`config.mk`:
```
export PLATFORM = sky130hd
export DESIGN_NAME = syncbram_fifo_param_flat
export DESIGN_NICKNAME = d
export VERILOG_FILES = /design/src/rtl/syncbram_fifo_param_if.sv /design/src/rtl/syncbram_fifo_param.sv /design/src/flat_wrapper.sv
export SDC_FILE = /design/constraint.sdc
export NUM_CORES = 1
export LEC_CHECK = 0
export ABC_CLOCK_PERIOD_IN_PS = 6650
export BUFFER_PORTS_ARGS = -buffer_cell sky130_fd_sc_hd__buf_2
export CAP_MARGIN = 0
export CELL_PAD_IN_SITES_DETAIL_PLACEMENT = 1
export CELL_PAD_IN_SITES_GLOBAL_PLACEMENT = 2
export CORE_MARGIN = 5
export CORE_UTILIZATION = 49
export CTS_CLUSTER_DIAMETER = 80
export CTS_CLUSTER_SIZE = 14
export DETAILED_ROUTE_END_ITERATION = 12
export PLACE_DENSITY = 0.81
export SYNTH_ARGS = -nofsm -noshare
export SYNTH_HDL_FRONTEND = slang
export SYNTH_SLANG_ARGS = --single-unit
```
`constraint.sdc`:
```
create_clock -name clk -period 6.65 [get_ports clk]
set_input_delay 1.33 -clock clk [delete_from_list [all_inputs] [get_ports clk]]
set_output_delay 1.33 -clock clk [all_outputs]
set_load 0.03 [all_outputs]
```
`src/rtl/syncbram_fifo_param_if.sv`:
```
// Handshake/data bundle between a producer/consumer pair and syncbram_fifo_param.
// master = the datapath driving the FIFO, slave = the FIFO itself.
interface syncbram_fifo_param_if #(
  parameter int DATA_W = 8,
  parameter int ADDR_W = 4
);
  logic              wr_en;
  logic [DATA_W-1:0] buf_in;
  logic              rd_en;
  logic              clr_err;
  logic [DATA_W-1:0] buf_out;
  logic              rd_valid;
  logic              buf_empty;
  logic              buf_full;
  logic              almost_full;
  logic              almost_empty;
  logic [ADDR_W:0]   fill_cnt;
  logic              overflow;
  logic              underflow;

  modport master (
    output wr_en, buf_in, rd_en, clr_err,
    input  buf_out, rd_valid, buf_empty, buf_full, almost_full, almost_empty,
           fill_cnt, overflow, underflow
  );

  modport slave (
    input  wr_en, buf_in, rd_en, clr_err,
    output buf_out, rd_valid, buf_empty, buf_full, almost_full, almost_empty,
           fill_cnt, overflow, underflow
  );
endinterface

```
`src/rtl/syncbram_fifo_param.sv`:
```
// Parametrised single-clock FIFO on inferred block RAM with occupancy, thresholds and sticky errors.
// Define SYNCBRAM_FIFO_FWFT_EN for a first-word-fall-through output stage.
module syncbram_fifo_param #(
  parameter int DATA_W    = 8,
  parameter int ADDR_W    = 4,
  parameter int AFULL_TH  = 12,
  parameter int AEMPTY_TH = 2
) (
  input  logic                  clk,
  input  logic                  rst,
  syncbram_fifo_param_if.slave  bus
);
  localparam int PTR_W = ADDR_W + 1;
  localparam int DEPTH = 1 << ADDR_W;

  logic [DATA_W-1:0] mem [DEPTH];

  logic [PTR_W-1:0]  wr_ptr_q, wr_ptr_d;
  logic [PTR_W-1:0]  rd_ptr_q, rd_ptr_d;
  logic [PTR_W-1:0]  fill_cnt_q, fill_cnt_d;
  logic              rd_valid_q, rd_valid_d;
  logic              overflow_q, overflow_d;
  logic              underflow_q, underflow_d;
  logic [DATA_W-1:0] buf_out_q;

  logic buf_full, buf_empty, wr_acc, rd_acc, ram_rd;

  // Acceptance and RAM-read decisions use flag values from the start of the cycle.
  always_comb begin
    buf_full  = (fill_cnt_q == PTR_W'(DEPTH));
    buf_empty = 1'b1;
    rd_acc    = 1'b0;
    ram_rd    = 1'b0;
    wr_acc    = bus.wr_en && !buf_full;
`ifdef SYNCBRAM_FIFO_FWFT_EN
    buf_empty = !rd_valid_q;
    rd_acc    = bus.rd_en && rd_valid_q;
    ram_rd    = (rd_ptr_q != wr_ptr_q) && (!rd_valid_q || rd_acc);
`else
    buf_empty = (fill_cnt_q == '0);
    rd_acc    = bus.rd_en && !buf_empty;
    ram_rd    = rd_acc;
`endif
  end

  always_comb begin
    wr_ptr_d    = wr_ptr_q;
    rd_ptr_d    = rd_ptr_q;
    fill_cnt_d  = fill_cnt_q;
    rd_valid_d  = 1'b0;
    overflow_d  = overflow_q;
    underflow_d = underflow_q;

    if (wr_acc) wr_ptr_d = wr_ptr_q + PTR_W'(1);
    if (ram_rd) rd_ptr_d = rd_ptr_q + PTR_W'(1);

    case ({wr_acc, rd_acc})
      2'b10:   fill_cnt_d = fill_cnt_q + PTR_W'(1);
      2'b01:   fill_cnt_d = fill_cnt_q - PTR_W'(1);
      default: fill_cnt_d = fill_cnt_q;
    endcase

`ifdef SYNCBRAM_FIFO_FWFT_EN
    if (ram_rd)      rd_valid_d = 1'b1;
    else if (rd_acc) rd_valid_d = 1'b0;
    else             rd_valid_d = rd_valid_q;
`else
    rd_valid_d = rd_acc;
`endif

    // A new error event wins over a simultaneous clear.
    if (bus.wr_en && buf_full)       overflow_d = 1'b1;
    else if (bus.clr_err)            overflow_d = 1'b0;
    if (bus.rd_en && buf_empty)      underflow_d = 1'b1;
    else if (bus.clr_err)            underflow_d = 1'b0;
  end

  always_ff @(posedge clk) begin
    if (rst) begin
      wr_ptr_q    <= '0;
      rd_ptr_q    <= '0;
      fill_cnt_q  <= '0;
      rd_valid_q  <= 1'b0;
      overflow_q  <= 1'b0;
      underflow_q <= 1'b0;
    end else begin
      wr_ptr_q    <= wr_ptr_d;
      rd_ptr_q    <= rd_ptr_d;
      fill_cnt_q  <= fill_cnt_d;
      rd_valid_q  <= rd_valid_d;
      overflow_q  <= overflow_d;
      underflow_q <= underflow_d;
    end
  end

  // RAM array and its registered read port kept in plain form so tools infer block RAM.
  always_ff @(posedge clk) begin
    if (wr_acc && !rst) mem[wr_ptr_q[ADDR_W-1:0]] <= bus.buf_in;
  end

  always_ff @(posedge clk) begin
    if (rst)         buf_out_q <= '0;
    else if (ram_rd) buf_out_q <= mem[rd_ptr_q[ADDR_W-1:0]];
  end

  assign bus.buf_out      = buf_out_q;
  assign bus.rd_valid     = rd_valid_q;
  assign bus.buf_empty    = buf_empty;
  assign bus.buf_full     = buf_full;
  assign bus.almost_full  = (fill_cnt_q >= PTR_W'(AFULL_TH));
  assign bus.almost_empty = (fill_cnt_q <= PTR_W'(AEMPTY_TH));
  assign bus.fill_cnt     = fill_cnt_q;
  assign bus.overflow     = overflow_q;
  assign bus.underflow    = underflow_q;
endmodule
```
`src/flat_wrapper.sv`:
```
// flat-port wrapper written by rule: the top's interface ports become plain ports
module syncbram_fifo_param_flat 
#(
  parameter int DATA_W    = 8,
  parameter int ADDR_W    = 4,
  parameter int AFULL_TH  = 12,
  parameter int AEMPTY_TH = 2
)
  (clk, rst, bus_wr_en, bus_buf_in, bus_rd_en, bus_clr_err, bus_buf_out, bus_rd_valid, bus_buf_empty, bus_buf_full, bus_almost_full, bus_almost_empty, bus_fill_cnt, bus_overflow, bus_underflow);
  syncbram_fifo_param_if #(.DATA_W(DATA_W), .ADDR_W(ADDR_W)) bus_i ();
  input  logic clk;
  input  logic rst;
  input wire logic [$bits(bus_i.wr_en)-1:0] bus_wr_en;
  input wire logic [$bits(bus_i.buf_in)-1:0] bus_buf_in;
  input wire logic [$bits(bus_i.rd_en)-1:0] bus_rd_en;
  input wire logic [$bits(bus_i.clr_err)-1:0] bus_clr_err;
  output wire logic [$bits(bus_i.buf_out)-1:0] bus_buf_out;
  output wire logic [$bits(bus_i.rd_valid)-1:0] bus_rd_valid;
  output wire logic [$bits(bus_i.buf_empty)-1:0] bus_buf_empty;
  output wire logic [$bits(bus_i.buf_full)-1:0] bus_buf_full;
  output wire logic [$bits(bus_i.almost_full)-1:0] bus_almost_full;
  output wire logic [$bits(bus_i.almost_empty)-1:0] bus_almost_empty;
  output wire logic [$bits(bus_i.fill_cnt)-1:0] bus_fill_cnt;
  output wire logic [$bits(bus_i.overflow)-1:0] bus_overflow;
  output wire logic [$bits(bus_i.underflow)-1:0] bus_underflow;
  assign bus_i.wr_en = bus_wr_en;
  assign bus_i.buf_in = bus_buf_in;
  assign bus_i.rd_en = bus_rd_en;
  assign bus_i.clr_err = bus_clr_err;
  assign bus_buf_out = bus_i.buf_out;
  assign bus_rd_valid = bus_i.rd_valid;
  assign bus_buf_empty = bus_i.buf_empty;
  assign bus_buf_full = bus_i.buf_full;
  assign bus_almost_full = bus_i.almost_full;
  assign bus_almost_empty = bus_i.almost_empty;
  assign bus_fill_cnt = bus_i.fill_cnt;
  assign bus_overflow = bus_i.overflow;
  assign bus_underflow = bus_i.underflow;
  syncbram_fifo_param #(.DATA_W(DATA_W), .ADDR_W(ADDR_W), .AFULL_TH(AFULL_TH), .AEMPTY_TH(AEMPTY_TH)) u_core (.clk(clk), .rst(rst), .bus(bus_i));
endmodule
```
== Word level (Yosys, flattened, before mapping) ==
Memory sizes are Yosys's and may differ from the RTL's. A register that Yosys moved wholly into a read port is not among the register bits.
Index checks and enable logic that the tools add are counted.
Storage, ports and cells
  bits in registers: 18
  word-level logic and storage cells: 34
  input bits: 13
  output and inout bits: 20
  memories: 1
  bits in writable memories: 128
Operators by class
  reductions and logical operators: 12
  order comparisons: 2
  equality and inequality tests: 3
  add/sub/neg operators: 4
  mux-type cells: 6
Memory list
  u_core.mem: depth 16, bits a word 8, rd ports 1, clocked after memory_dff 1, wr ports 1, line syncbram_fifo_param.sv:16  | logic [DATA_W-1:0] mem [DEPTH];
Operators with widths (count)
  adder 5 x 1 -> 5 bit (second input constant): 3
  one-hot mux 5 bit (2 select lines): 1
  nonzero test 2 bit: 3
  equality test 5 bit (second input constant): 1
  >= comparator 5 x 4 -> 1 bit (second input constant): 1
  less-or-equal comparator 5 x 2 -> 1 bit (second input constant): 1
  logical AND 1 bit: 5
  zero test 5 bit: 1
  2-to-1 mux 1 bit: 5
  subtractor 5 x 1 -> 5 bit (second input constant): 1
  zero test 1 bit: 3
  equality test 2 x 1 -> 1 bit (second input constant): 1
  equality test 2 bit (second input constant): 1

== Longest topological paths before layout ==
Gate-level depths: netlist of run 1.
  depth after elaboration: 6
  mapped depth: 15
  gate-level depth less buffers: 11

== Worst setup path after synthesis of run 1 ==
No wires, ideal clock.
  path type: reg-to-output
  start: reg u_core.fill_cnt_q[2] (netlist: u_core.bus.fill_cnt[2])
  end: out bus_almost_empty
  buffers on the path: 1
  cell stages (with the launch flop): 3
  data required time: 5.320 ns
  setup slack: 3.147 ns
  data arrival time: 2.173 ns
  cell sequence: dfxtp_1 -> buf_4 -> a2111oi_0
On the way
  cells in the longest elaborated chain, start to end: 1
RTL lines
  start: declaration: line syncbram_fifo_param.sv:20  | logic [PTR_W-1:0] fill_cnt_q, fill_cnt_d;
  start signal: assignment: line syncbram_fifo_param.sv:89  | fill_cnt_q <= fill_cnt_d;
  less-or-equal comparator 5 x 2 -> 1 bit: line syncbram_fifo_param.sv:111  | assign bus.almost_empty = (fill_cnt_q <= PTR_W'(AEMPTY_TH));
  end: declaration: line flat_wrapper.sv:22  | output wire logic [$bits(bus_i.almost_empty)-1:0] bus_almost_empty;
No other way between the ends.

== Worst setup path in the final report of run 1 ==
  start: reg u_core.fill_cnt_q[1] (netlist: u_core.bus.fill_cnt[1])
  end: reg u_core.fill_cnt_q[4] (netlist: u_core.bus.fill_cnt[4])
On the way
  cells in the longest elaborated chain, start to end: 5
  elaborated cells between the ends (all ways): 12
  classes of those cells: 2 x add/sub; 3 x eq/ne; 1 x mux; 6 x reduce/logical
RTL lines
  zero test 5 bit (*): line syncbram_fifo_param.sv:40  | buf_empty = (fill_cnt_q == '0);
  zero test 1 bit (*): line syncbram_fifo_param.sv:41  | rd_acc = bus.rd_en && !buf_empty;
  logical AND 1 bit (*): line syncbram_fifo_param.sv:41
  via u_core.ram_rd: line syncbram_fifo_param.sv:26  | logic buf_full, buf_empty, wr_acc, rd_acc, ram_rd;
  equality test 2 x 1 -> 1 bit or equality test 2 bit (tied branches): line syncbram_fifo_param.sv:57  | case ({wr_acc, rd_acc})
  one-hot mux 5 bit (2 select lines) or nonzero test 2 bit (tied branches)
Mark *: on every way through the listed nets, which the timed path passes. The rest lies on a longest branch.
A chain may end at the register's enable or synchronous reset.

==> run_results.csv, run 1 <==
group,metric,value,unit
timing,worstMarginPinSlew,0.985,ns
yosys,synthMuxAreaShare,12.7,%
hold_path,worst_hold_path_type,"flip-flop to flip-flop",
timing,skew,0.00845,ns
placement,dp_cells,540,
global_routing,first_global_vias,3317,
timing,finalMaxSlewViolations,0,
power_and_ir_drop,report.power.total,2.67,mW
yosys,synth_enable_flop_cells,128,
clock_network,clk_path_buf_depth,2,
global_routing,grt_antenna_before_repair,0,
worst_setup_path,crit_start,"u_core.bus.fill_cnt[1]",
die,ios,33,
worst_setup_path,worstSetupEndpointType,"flip-flop",
route,drt_drc_violations_left,0,
yosys,synthFlopType,"edfxtp_1",
yosys,syn_nets,380,
timing,max_freq,268,MHz
global_routing,overflow,0,
placement,gp_congestion,0.739,
yosys,yosys-top-cells-area,"edfxtp_1 63%, mux4_2 12%, dfxtp_1 7.8%",
yosys,synth_compound_area_share,5.04,%
yosys,ys_ff_latch,152,
clock_network,postCtsHoldBufs,0,
final_layout,fin_cells,572,
global_routing,grt_max_degree,35,
power_and_ir_drop,powerDensity,383,nW/µm²
worst_setup_path,crit_fanout,20,
outcome,status,"finished clean",
hold_path,holdPathStages,2,
yosys,synth.most_common_cell,"edfxtp_1",
route,first_pass_iters,4,
worst_setup_path,start_kind,"flip-flop",
die,die_h,122,µm
worst_setup_path,worstPathRequired,6.97,ns
hold_path,hold_start,"u_core.bus.buf_out[1]",
final_layout,n_antenna_cell,0,
die,row_count,40,
route,viasPerCell,5.56,
yosys,yosys.area.top_type_share,62.7,%
placement,dp_hpwl,8.13,mm
clock_network,cts_tree,"yes",
yosys,async_flop_share,0,%
die,core,12200,µm²
route,antenna_left,0,
placement,port_buffers,32,
final_layout,drive_gt1_share,26.2,%
timing,setup_viol,0,
yosys,ys_seq_area_share,70.5,%
yosys,yosysUniqueCellTypes,41,
worst_setup_path,critPathArrivalTime,4.04,ns
timing,timing.final.crit_share,56.0,%
die,die_w,122,µm
timing,fin_hold_ws,0.506,ns
route,drt_iter0_markers,169,
yosys,synthAdderAreaFrac,1.43,%
yosys,ys_warn_count,0,
worst_setup_path,r2r_start,"u_core.bus.fill_cnt[1]",
final_layout,syn2layout_area_growth,13.7,%
yosys,synth_cells,360,
clock_network,cts_root_buffer,"clkbuf_16",
timing,rsz0062_at_grt,"no",
yosys,synth_area_per_cell,17.0,µm²
timing,finalSetupTns,0,ns
global_routing,grt_pass1_wl,19.4,mm
clock_network,clock-sinks,152,
yosys,synthTopCellsByCount,"128 x edfxtp_1, 46 x nor2_1, 32 x mux4_2",
clock_network,clkTransAtPathRegs,0.07,ns
route,routed_wl,12.6,mm
yosys,synth-xor-area-share,1.29,%
worst_setup_path,r2r_cells,11,
flow_run,drv_cap,0,
clock_network,ctsResizeCount,0,
worst_setup_path,path_class,"flip-flop to flip-flop",
global_routing,grt_usage,18.4,%
route,num_vias,3182,
final_layout,nets,411,
yosys,synth_area_leader_cell,"edfxtp_1",
yosys,synth_simple_gate_area_share,6.37,%
clock_network,cts_buffers,17,
timing,post-route-min-period,3.73,ns
timing,relSlewSlack,34.1,%
yosys,synth_top_family_by_area,"multiplexers",
yosys,syn-cell-area,6130,µm²
clock_network,insertion_delay,0.42,ns
power_and_ir_drop,irDropWorstVdd,0.000243,V
clock_network,htreeDepth,4,
die,start_util,50.4,%
timing,hold_viol,0,
clock_network,postCtsSetupBuffers,0,
die,die_area,14900,µm²
route,wire_per_inst,22.0,µm
power_and_ir_drop,power.leakage,2.33,nW
[layout make-up]
cell class,count,area [µm²]
Fill cell,1100,5190
Sequential cell,152,4330
Multi-Input combinational cell,180,1640
Clock buffer,18,429
Tap cell,168,210
Timing Repair Buffer,34,175
Clock inverter,14,165
Inverter,6,22.5
[final timing paths]
kind                                               end  slack [ns]
worst max-delay path            u_core.bus.fill_cnt[4]        2.92
worst min-delay path             u_core.bus.buf_out[1]        0.51
worst max register to register  u_core.bus.fill_cnt[4]        2.92
worst min register to register   u_core.bus.buf_out[1]        0.51
[report_power, final]
part | leakage (nW) | internal (mW) | switching (mW) | total (mW)
clock | 0.278 | 0.563 | 0.396 | 0.959
combinational | 0.699 | 0.210 | 0.349 | 0.559
sequential | 1.35 | 1.09 | 0.0662 | 1.15
[layer usage]
layer	share of wire [%]	global-route usage, %	wire (µm)
met4	0.91	5.46	114
met1	44	23.9	5480
met5	0	0	0
met2	52	30.6	6540
met3	3.4	4.92	426
[sequential cells by signal, indices dropped and copies added, names as in the netlist]
| register | cells |
|---|---|
| u_core.bus.buf_out | 8 |
| u_core.bus.overflow | 1 |
| u_core.rd_ptr_q | 4 |
| u_core.wr_ptr_q | 4 |
| u_core.bus.rd_valid | 1 |
| u_core.bus.underflow | 1 |
| u_core.mem | 128 |
| u_core.bus.fill_cnt | 5 |
[worst max-delay path, cell delays in order (launching register included)]
cell	delay [ns]
dfxtp_1	0.41
or3_1	0.54
o31ai_4	0.75
inv_1	0.25
ha_1	0.37
xor2_1	0.18
ha_1	0.25
nand2b_1	0.15
nor2_1	0.05
a211oi_1	0.18
o32a_1	0.21
mux2_4	0.29
[through the flow]
stage                     utilization (%)  setup WS [ns]  cell area (µm²)
after global placement               52.4           3.03             6380
final                                57.3           2.92             6970
after detailed placement             52.4           2.92             6380
after global routing                 57.3           2.60             6970
after floorplan                         -           3.15             6130
after CTS                            57.3           2.88             6970
[placed cells by master, fill, tap and decap left out, types with 5 or more instances in the layout]
cell type / synthesis / layout
edfxtp_1: 128 / 128
buf_2: 3 / 32
ha_1: 7 / 7
clkbuf_16: 0 / 17
a22oi_1: 16 / 16
a21oi_1: 20 / 20
xor2_1: 5 / 5
dfxtp_1: 24 / 23
nand2_1: 10 / 10
mux4_2: 32 / 32
nor2_1: 46 / 46
nand2b_1: 5 / 5
inv_1: 6 / 6
nor3_1: 5 / 5
[kinds of logic after synthesis]
kind of cell,after synthesis
adders and majority gates,7
buffers and inverters,28
DFF,152
muxes,37
and+or+nand+nor,82
AOI/OAI and AO/OA,45
xor gates and xnor gates,9
Power figures use the tool's default switching activity.
==> run 2, diff against run 1 <==
ABC_AREA = 1   (was unset)
ABC_CLOCK_PERIOD_IN_PS = 3340   (was 6650)
CORE_UTILIZATION = 37   (was 49)
PLACE_DENSITY = 0.71   (was 0.81)
clock period = 3.34 ns   (was 6.65 ns; I/O delays follow)
==> run_results.csv, run 2 <==
group,metric,value,unit
timing,hold_viol,0,
yosys,yosysUniqueCellTypes,27,
yosys,synth.most_common_cell,"edfxtp_1",
yosys,synth_area_leader_cell,"edfxtp_1",
outcome,status,"finished clean",
clock_network,cts_buffers,17,
final_layout,n_antenna_cell,0,
yosys,synthFlopType,"edfxtp_1",
die,die_w,140,µm
timing,post-route-min-period,2.47,ns
yosys,ys_warn_count,0,
global_routing,grt_antenna_before_repair,0,
flow_run,drv_cap,0,
worst_setup_path,start_kind,"flip-flop",
timing,finalMaxSlewViolations,0,
worst_setup_path,r2r_start,"u_core.bus.fill_cnt[1]",
route,first_pass_iters,4,
die,core,16600,µm²
clock_network,clkTransAtPathRegs,0.06,ns
route,antenna_left,0,
global_routing,grt_busiest_layer,"met2",
route,routed_wl,16.3,mm
clock_network,htreeDepth,4,
clock_network,postCtsHoldBufs,0,
global_routing,overflow,0,
timing,relSlewSlack,45.7,%
global_routing,grt_usage,17.4,%
die,start_util,37.8,%
worst_setup_path,crit_fanout,21,
worst_setup_path,cp_cell_sequence,"nor2_1 -> nand3_1 -> nand2_2 -> inv_2 -> ha_1 -> xor2_1 -> ha_1 -> inv_1 -> nand2_1 -> nand2_1 -> nand3_1 -> nand3_1 -> nand2_1 -> inv_1",
global_routing,first_global_vias,4454,
yosys,synth_cells,542,
timing,setup_viol,0,
timing,timing.final.crit_share,73.9,%
placement,gp_congestion,0.810,
yosys,yosys-top-cells-area,"edfxtp_1 61%, dfxtp_1 7.7%, nor2_1 7.2%",
route,drt_drc_violations_left,0,
yosys,synthTopCellsByCount,"128 x edfxtp_1, 121 x nor2_1, 55 x o21ai_0",
clock_network,insertion_delay,0.43,ns
worst_setup_path,worstPathRequired,3.67,ns
route,drt_iter0_markers,267,
die,die_h,140,µm
final_layout,nets,588,
final_layout,syn2layout_area_growth,14.9,%
timing,fin_hold_ws,0.469,ns
clock_network,postCtsSetupBuffers,0,
clock_network,clk_path_buf_depth,2,
final_layout,drive_gt1_share,12.9,%
route,wire_per_inst,20.4,µm
route,num_vias,4114,
timing,skew,0.00730,ns
die,die_area,19600,µm²
worst_setup_path,cpMaxStageDelayCell,"dfxtp_1",
power_and_ir_drop,powerDensity,817,nW/µm²
clock_network,clock-sinks,152,
worst_setup_path,path_class,"flip-flop to flip-flop",
timing,worstMarginPinSlew,0.811,ns
final_layout,final_cell_mix,"128 x edfxtp_1, 121 x nor2_1, 55 x o21ai_0, 39 x nand3_1, 36 x o211ai_1",
yosys,synth_area_per_cell,11.6,µm²
route,viasPerCell,5.14,
timing,rsz0062_at_grt,"no",
global_routing,use_met3,3.44,%
yosys,syn-cell-area,6270,µm²
yosys,ys_ff_latch,152,
final_layout,nFillCells,1801,
worst_setup_path,slowest_delay,0.48,ns
placement,port_buffers,32,
worst_setup_path,crit_start,"u_core.bus.fill_cnt[1]",
die,ios,33,
final_layout,largest_reg_flops,128,
timing,finalSetupTns,0,ns
worst_setup_path,critPathArrivalTime,2.80,ns
global_routing,use_met2,30.3,%
die,row_count,47,
timing,max_freq,405,MHz
worst_setup_path,worstSetupEndpointType,"flip-flop",
yosys,async_flop_share,0,%
final_layout,final_common_cell,"edfxtp_1",
power_and_ir_drop,irDropWorstVdd,0.000371,V
power_and_ir_drop,power.leakage,2.56,nW
global_routing,grt_max_degree,67,
global_routing,grt_pass1_wl,25.6,mm
placement,dp_hpwl,11.0,mm
yosys,ys_seq_area_share,69.0,%
yosys,syn_nets,562,
hold_path,hold_start,"u_core.bus.underflow",
clock_network,ctsResizeCount,0,
global_routing,gr-usage-met1,21.6,%
hold_path,worst_hold_path_type,"flip-flop to flip-flop",
yosys,yosys.area.top_type_share,61.3,%
clock_network,cts_tree,"yes",
clock_network,cts_root_buffer,"clkbuf_16",
yosys,synth_enable_flop_cells,128,
-- run 2: cells by family (layout without fill, tap and decap cells) --
logic type	after synthesis	after routing	synth area share, %
fa+ha+maj	7	7	1.40
xor+xnor	5	5	0.699
flops	152	152	69.0
compound gates	127	127	11.8
buf+inv	64	103	4.87
simple gates	187	187	12.3
-- run 2: worst max-delay path: cells and delay by family (launching register included) --
family | cells | cell delay (ns)
buffers and inverters | 3 | 0.40
flip-flops | 1 | 0.48
adder cells (fa/ha/maj) | 2 | 0.54
AND/OR/NAND/NOR | 8 | 0.73
XOR/XNOR | 1 | 0.22
-- run 2: metrics by stage --
step | cell area [µm²] | util (%) | power [mW] | instances | setup slack (ns)
2_1_floorplan | 6270 | - | 3.40 | 542 | 1.07
3_3_place_gp | 6570 | 39.6 | 3.84 | 769 | 0.896
3_5_place_dp | 6570 | 39.6 | 3.87 | 769 | 0.791
4_1_cts | 7200 | 43.4 | 5.96 | 801 | 0.852
5_1_grt | 7200 | 43.4 | 6.20 | 801 | 0.553
6_report | 7200 | 43.4 | 5.89 | 801 | 0.872
-- run 2: report_power, final --
group | internal, mW | total (mW) | switching, mW
logic | 0.439 | 1.51 | 1.07
registers | 2.17 | 2.31 | 0.142
clock network | 1.32 | 2.08 | 0.751
total | 3.93 | 5.89 | 1.96
-- run 2: worst paths after layout --
kind / end / slack, ns / cells past startpoint
worst min-delay path: u_core.bus.underflow / 0.47 / 2
worst max-delay path: u_core.bus.fill_cnt[4] / 0.87 / 14
worst min register to register: u_core.bus.underflow / 0.47 / 2
worst max register to register: u_core.bus.fill_cnt[4] / 0.87 / 14
-- run 2: final cells by class --
| cell class | count | area (µm²) | share of cell area [%] |
|---|---|---|---|
| Tap cell | 220 | 275 | 3.82 |
| Inverter | 33 | 124 | 1.72 |
| Clock inverter | 12 | 198 | 2.74 |
| Timing Repair Buffer | 38 | 205 | 2.85 |
| Clock buffer | 20 | 437 | 6.06 |
| Sequential cell | 152 | 4330 | 60.1 |
| Multi-Input combinational cell | 326 | 1640 | 22.8 |
-- run 2: layer usage --
layer	wire length, µm	vias up
met2	8460	48
met3	385	19
met1	7210	2063
li1	-	1984
met5	0	-
met4	291	0
==> run 3, diff against run 2 <==
ABC_CLOCK_PERIOD_IN_PS = 2100   (was 3340)
clock period = 2.1 ns   (was 3.34 ns; I/O delays follow)
==> run_results.csv, run 3 (same netlist as run 2, synthesis figures left out) <==
group,metric,value,unit
route,num_vias,4190,
final_layout,syn2layout_area_growth,17.5,%
power_and_ir_drop,irDropWorstVdd,0.000690,V
clock_network,clkTransAtPathRegs,0.06,ns
global_routing,grt_pass1_wl,25.7,mm
outcome,status,"finished clean",
clock_network,cts_tree,"yes",
die,row_count,47,
power_and_ir_drop,combPwrFrac,29.2,%
die,die_h,140,µm
clock_network,clock-sinks,152,
flow_run,drv_cap,0,
clock_network,htreeDepth,4,
worst_setup_path,r2r_start,"u_core.bus.fill_cnt[3]",
clock_network,cts_root_buffer,"clkbuf_16",
clock_network,postCtsHoldBufs,0,
global_routing,grt_antenna_before_repair,0,
clock_network,cts_buffers,17,
timing,setup_viol,0,
global_routing,overflow,0,
route,first_pass_iters,6,
placement,gp_congestion,0.730,
worst_setup_path,critPathArrivalTime,2.32,ns
worst_setup_path,crit_start,"u_core.bus.fill_cnt[3]",
power_and_ir_drop,powerDensity,1230,nW/µm²
power_and_ir_drop,p_seq_share,39.7,%
timing,worstMarginPinSlew,0.676,ns
final_layout,nets,613,
timing,max_freq,501,MHz
timing,finalMaxSlewViolations,0,
placement,dp_slack,0.0807,ns
power_and_ir_drop,switchingPower,3.16,mW
die,ios,33,
timing,relSlewSlack,54.9,%
worst_setup_path,crit_end,"u_core.bus.fill_cnt[4]",
power_and_ir_drop,power.leakage,2.66,nW
route,viasPerCell,5.08,
global_routing,grt_usage,17.2,%
global_routing,first_global_vias,4351,
placement,dp_hpwl,10.1,mm
timing,finalWorstSetupSlack,0.105,ns
route,wire_per_inst,19.6,µm
power_and_ir_drop,switching_share,34.8,%
final_layout,final_cell_mix,"128 x edfxtp_1, 118 x nor2_1, 55 x o21ai_0, 38 x nand3_1, 36 x o211ai_1",
worst_setup_path,worstSetupEndpointType,"flip-flop",
die,core,16600,µm²
worst_setup_path,r2r_cells,14,
worst_setup_path,worstPathRequired,2.43,ns
die,die_w,140,µm
final_layout,n_antenna_cell,0,
die,die_area,19600,µm²
timing,skew,0.00617,ns
final_layout,final_common_cell,"edfxtp_1",
die,start_util,37.8,%
route,drt_iter0_markers,232,
worst_setup_path,r2r_setup_slack,0.11,ns
timing,post-route-min-period,1.99,ns
worst_setup_path,start_kind,"flip-flop",
final_layout,post-route-util,44.4,%
power_and_ir_drop,report.power.total,9.07,mW
clock_network,insertion_delay,0.43,ns
route,antenna_left,0,
worst_setup_path,r2r-end,"u_core.bus.fill_cnt[4]",
route,drt_drc_violations_left,0,
global_routing,grt_max_degree,64,
worst_setup_path,path_class,"flip-flop to flip-flop",
timing,timing.final.crit_share,95.0,%
power_and_ir_drop,pwr-share-clk,31.1,%
power_and_ir_drop,p_int,5.91,mW
clock_network,clk_path_buf_depth,2,
hold_path,worst_hold_path_type,"input pin to flip-flop",
worst_setup_path,crit_fanout,5,
timing,hold_viol,0,
final_layout,largest_reg_flops,128,
final_layout,drive_gt1_share,18.2,%
route,routed_wl,16.1,mm
placement,port_buffers,32,
[run 3: cell count changes in the layout (fill, tap and decap cells not counted), moves of 2 or more]
cell        delta
clkbuf_1       -2
bufinv_16      -4
dfxtp_1        -5
nor2_1         -3
dfxtp_2        +3
clkinvlp_4     +2
buf_4         +23
buf_12         +2
nor2_4         +2
dfxtp_4        +2
clkinv_2       +2
[run 3: worst max-delay path, cell delays in order, from the launching register on]
cell and delay [ns]:
dfxtp_4 0.37, nor2_4 0.14, nand3_2 0.12, nand2_4 0.09
inv_2 0.04, ha_1 0.21, buf_4 0.17, nand2_1 0.06
inv_1 0.09, nor3_1 0.24, nand2_1 0.11, nand3_1 0.08
nand3_1 0.08, nand2_1 0.06, inv_1 0.03
[run 3: power groups by stage]
stage,Combinational [mW],Sequential [mW],Clock [mW]
after global placement,2.57,3.65,0
after global routing,2.96,3.63,3.04
after floorplan,1.62,3.86,0
after detailed placement,2.62,3.66,0
final,2.65,3.60,2.82
after CTS,2.63,3.60,2.89
[run 3: stage by stage]
step | cell area (µm²) | std cells | hold slack [ns] | TNS (ns)
floorplan | 6310 | 542 | 0.492 | 0
global placement | 6790 | 791 | 0.451 | 0
detailed placement | 6790 | 791 | 0.457 | 0
CTS | 7320 | 822 | 0.245 | 0
global route | 7360 | 825 | 0.263 | -0.00861
finish | 7360 | 825 | 0.261 | 0
[run 3: what timing repair did]
action | in CTS | in global routing
resized for setup | 0 | 4
buffers inserted | 0 | 3
setup endpoints to repair | 0 | 2
[run 3: worst min-delay path by stage]
| stage | from | to | slack [ns] | cells past startpoint |
|---|---|---|---|---|
| CTS | bus_clr_err | u_core.bus.underflow | 0.24 | 4 |
| global route | bus_wr_en | u_core.bus.overflow | 0.26 | 3 |
| floorplan | u_core.wr_ptr_q[3] | u_core.wr_ptr_q[3] | 0.49 | 2 |
| detailed placement | u_core.bus.overflow | u_core.bus.overflow | 0.46 | 2 |
| global placement | u_core.bus.overflow | u_core.bus.overflow | 0.45 | 2 |
| finish | bus_clr_err | u_core.bus.overflow | 0.26 | 4 |
[run 3: layout make-up]
type | count | area (µm²)
multi-input combinational | 326 | 1670
sequential | 152 | 4340
clock buffer | 18 | 429
fill | 1796 | 9220
timing repair buffer | 63 | 418
clock inverter | 13 | 106
tap | 220 | 275
inverter | 33 | 124
[run 3: layer usage]
metal	track usage, %	wire length [µm]	vias to the layer above
li1	-	-	2031
met4	5.66	209	0
met2	26.9	7830	37
met3	3.65	328	17
met5	0	0	-
met1	23.9	7780	2105
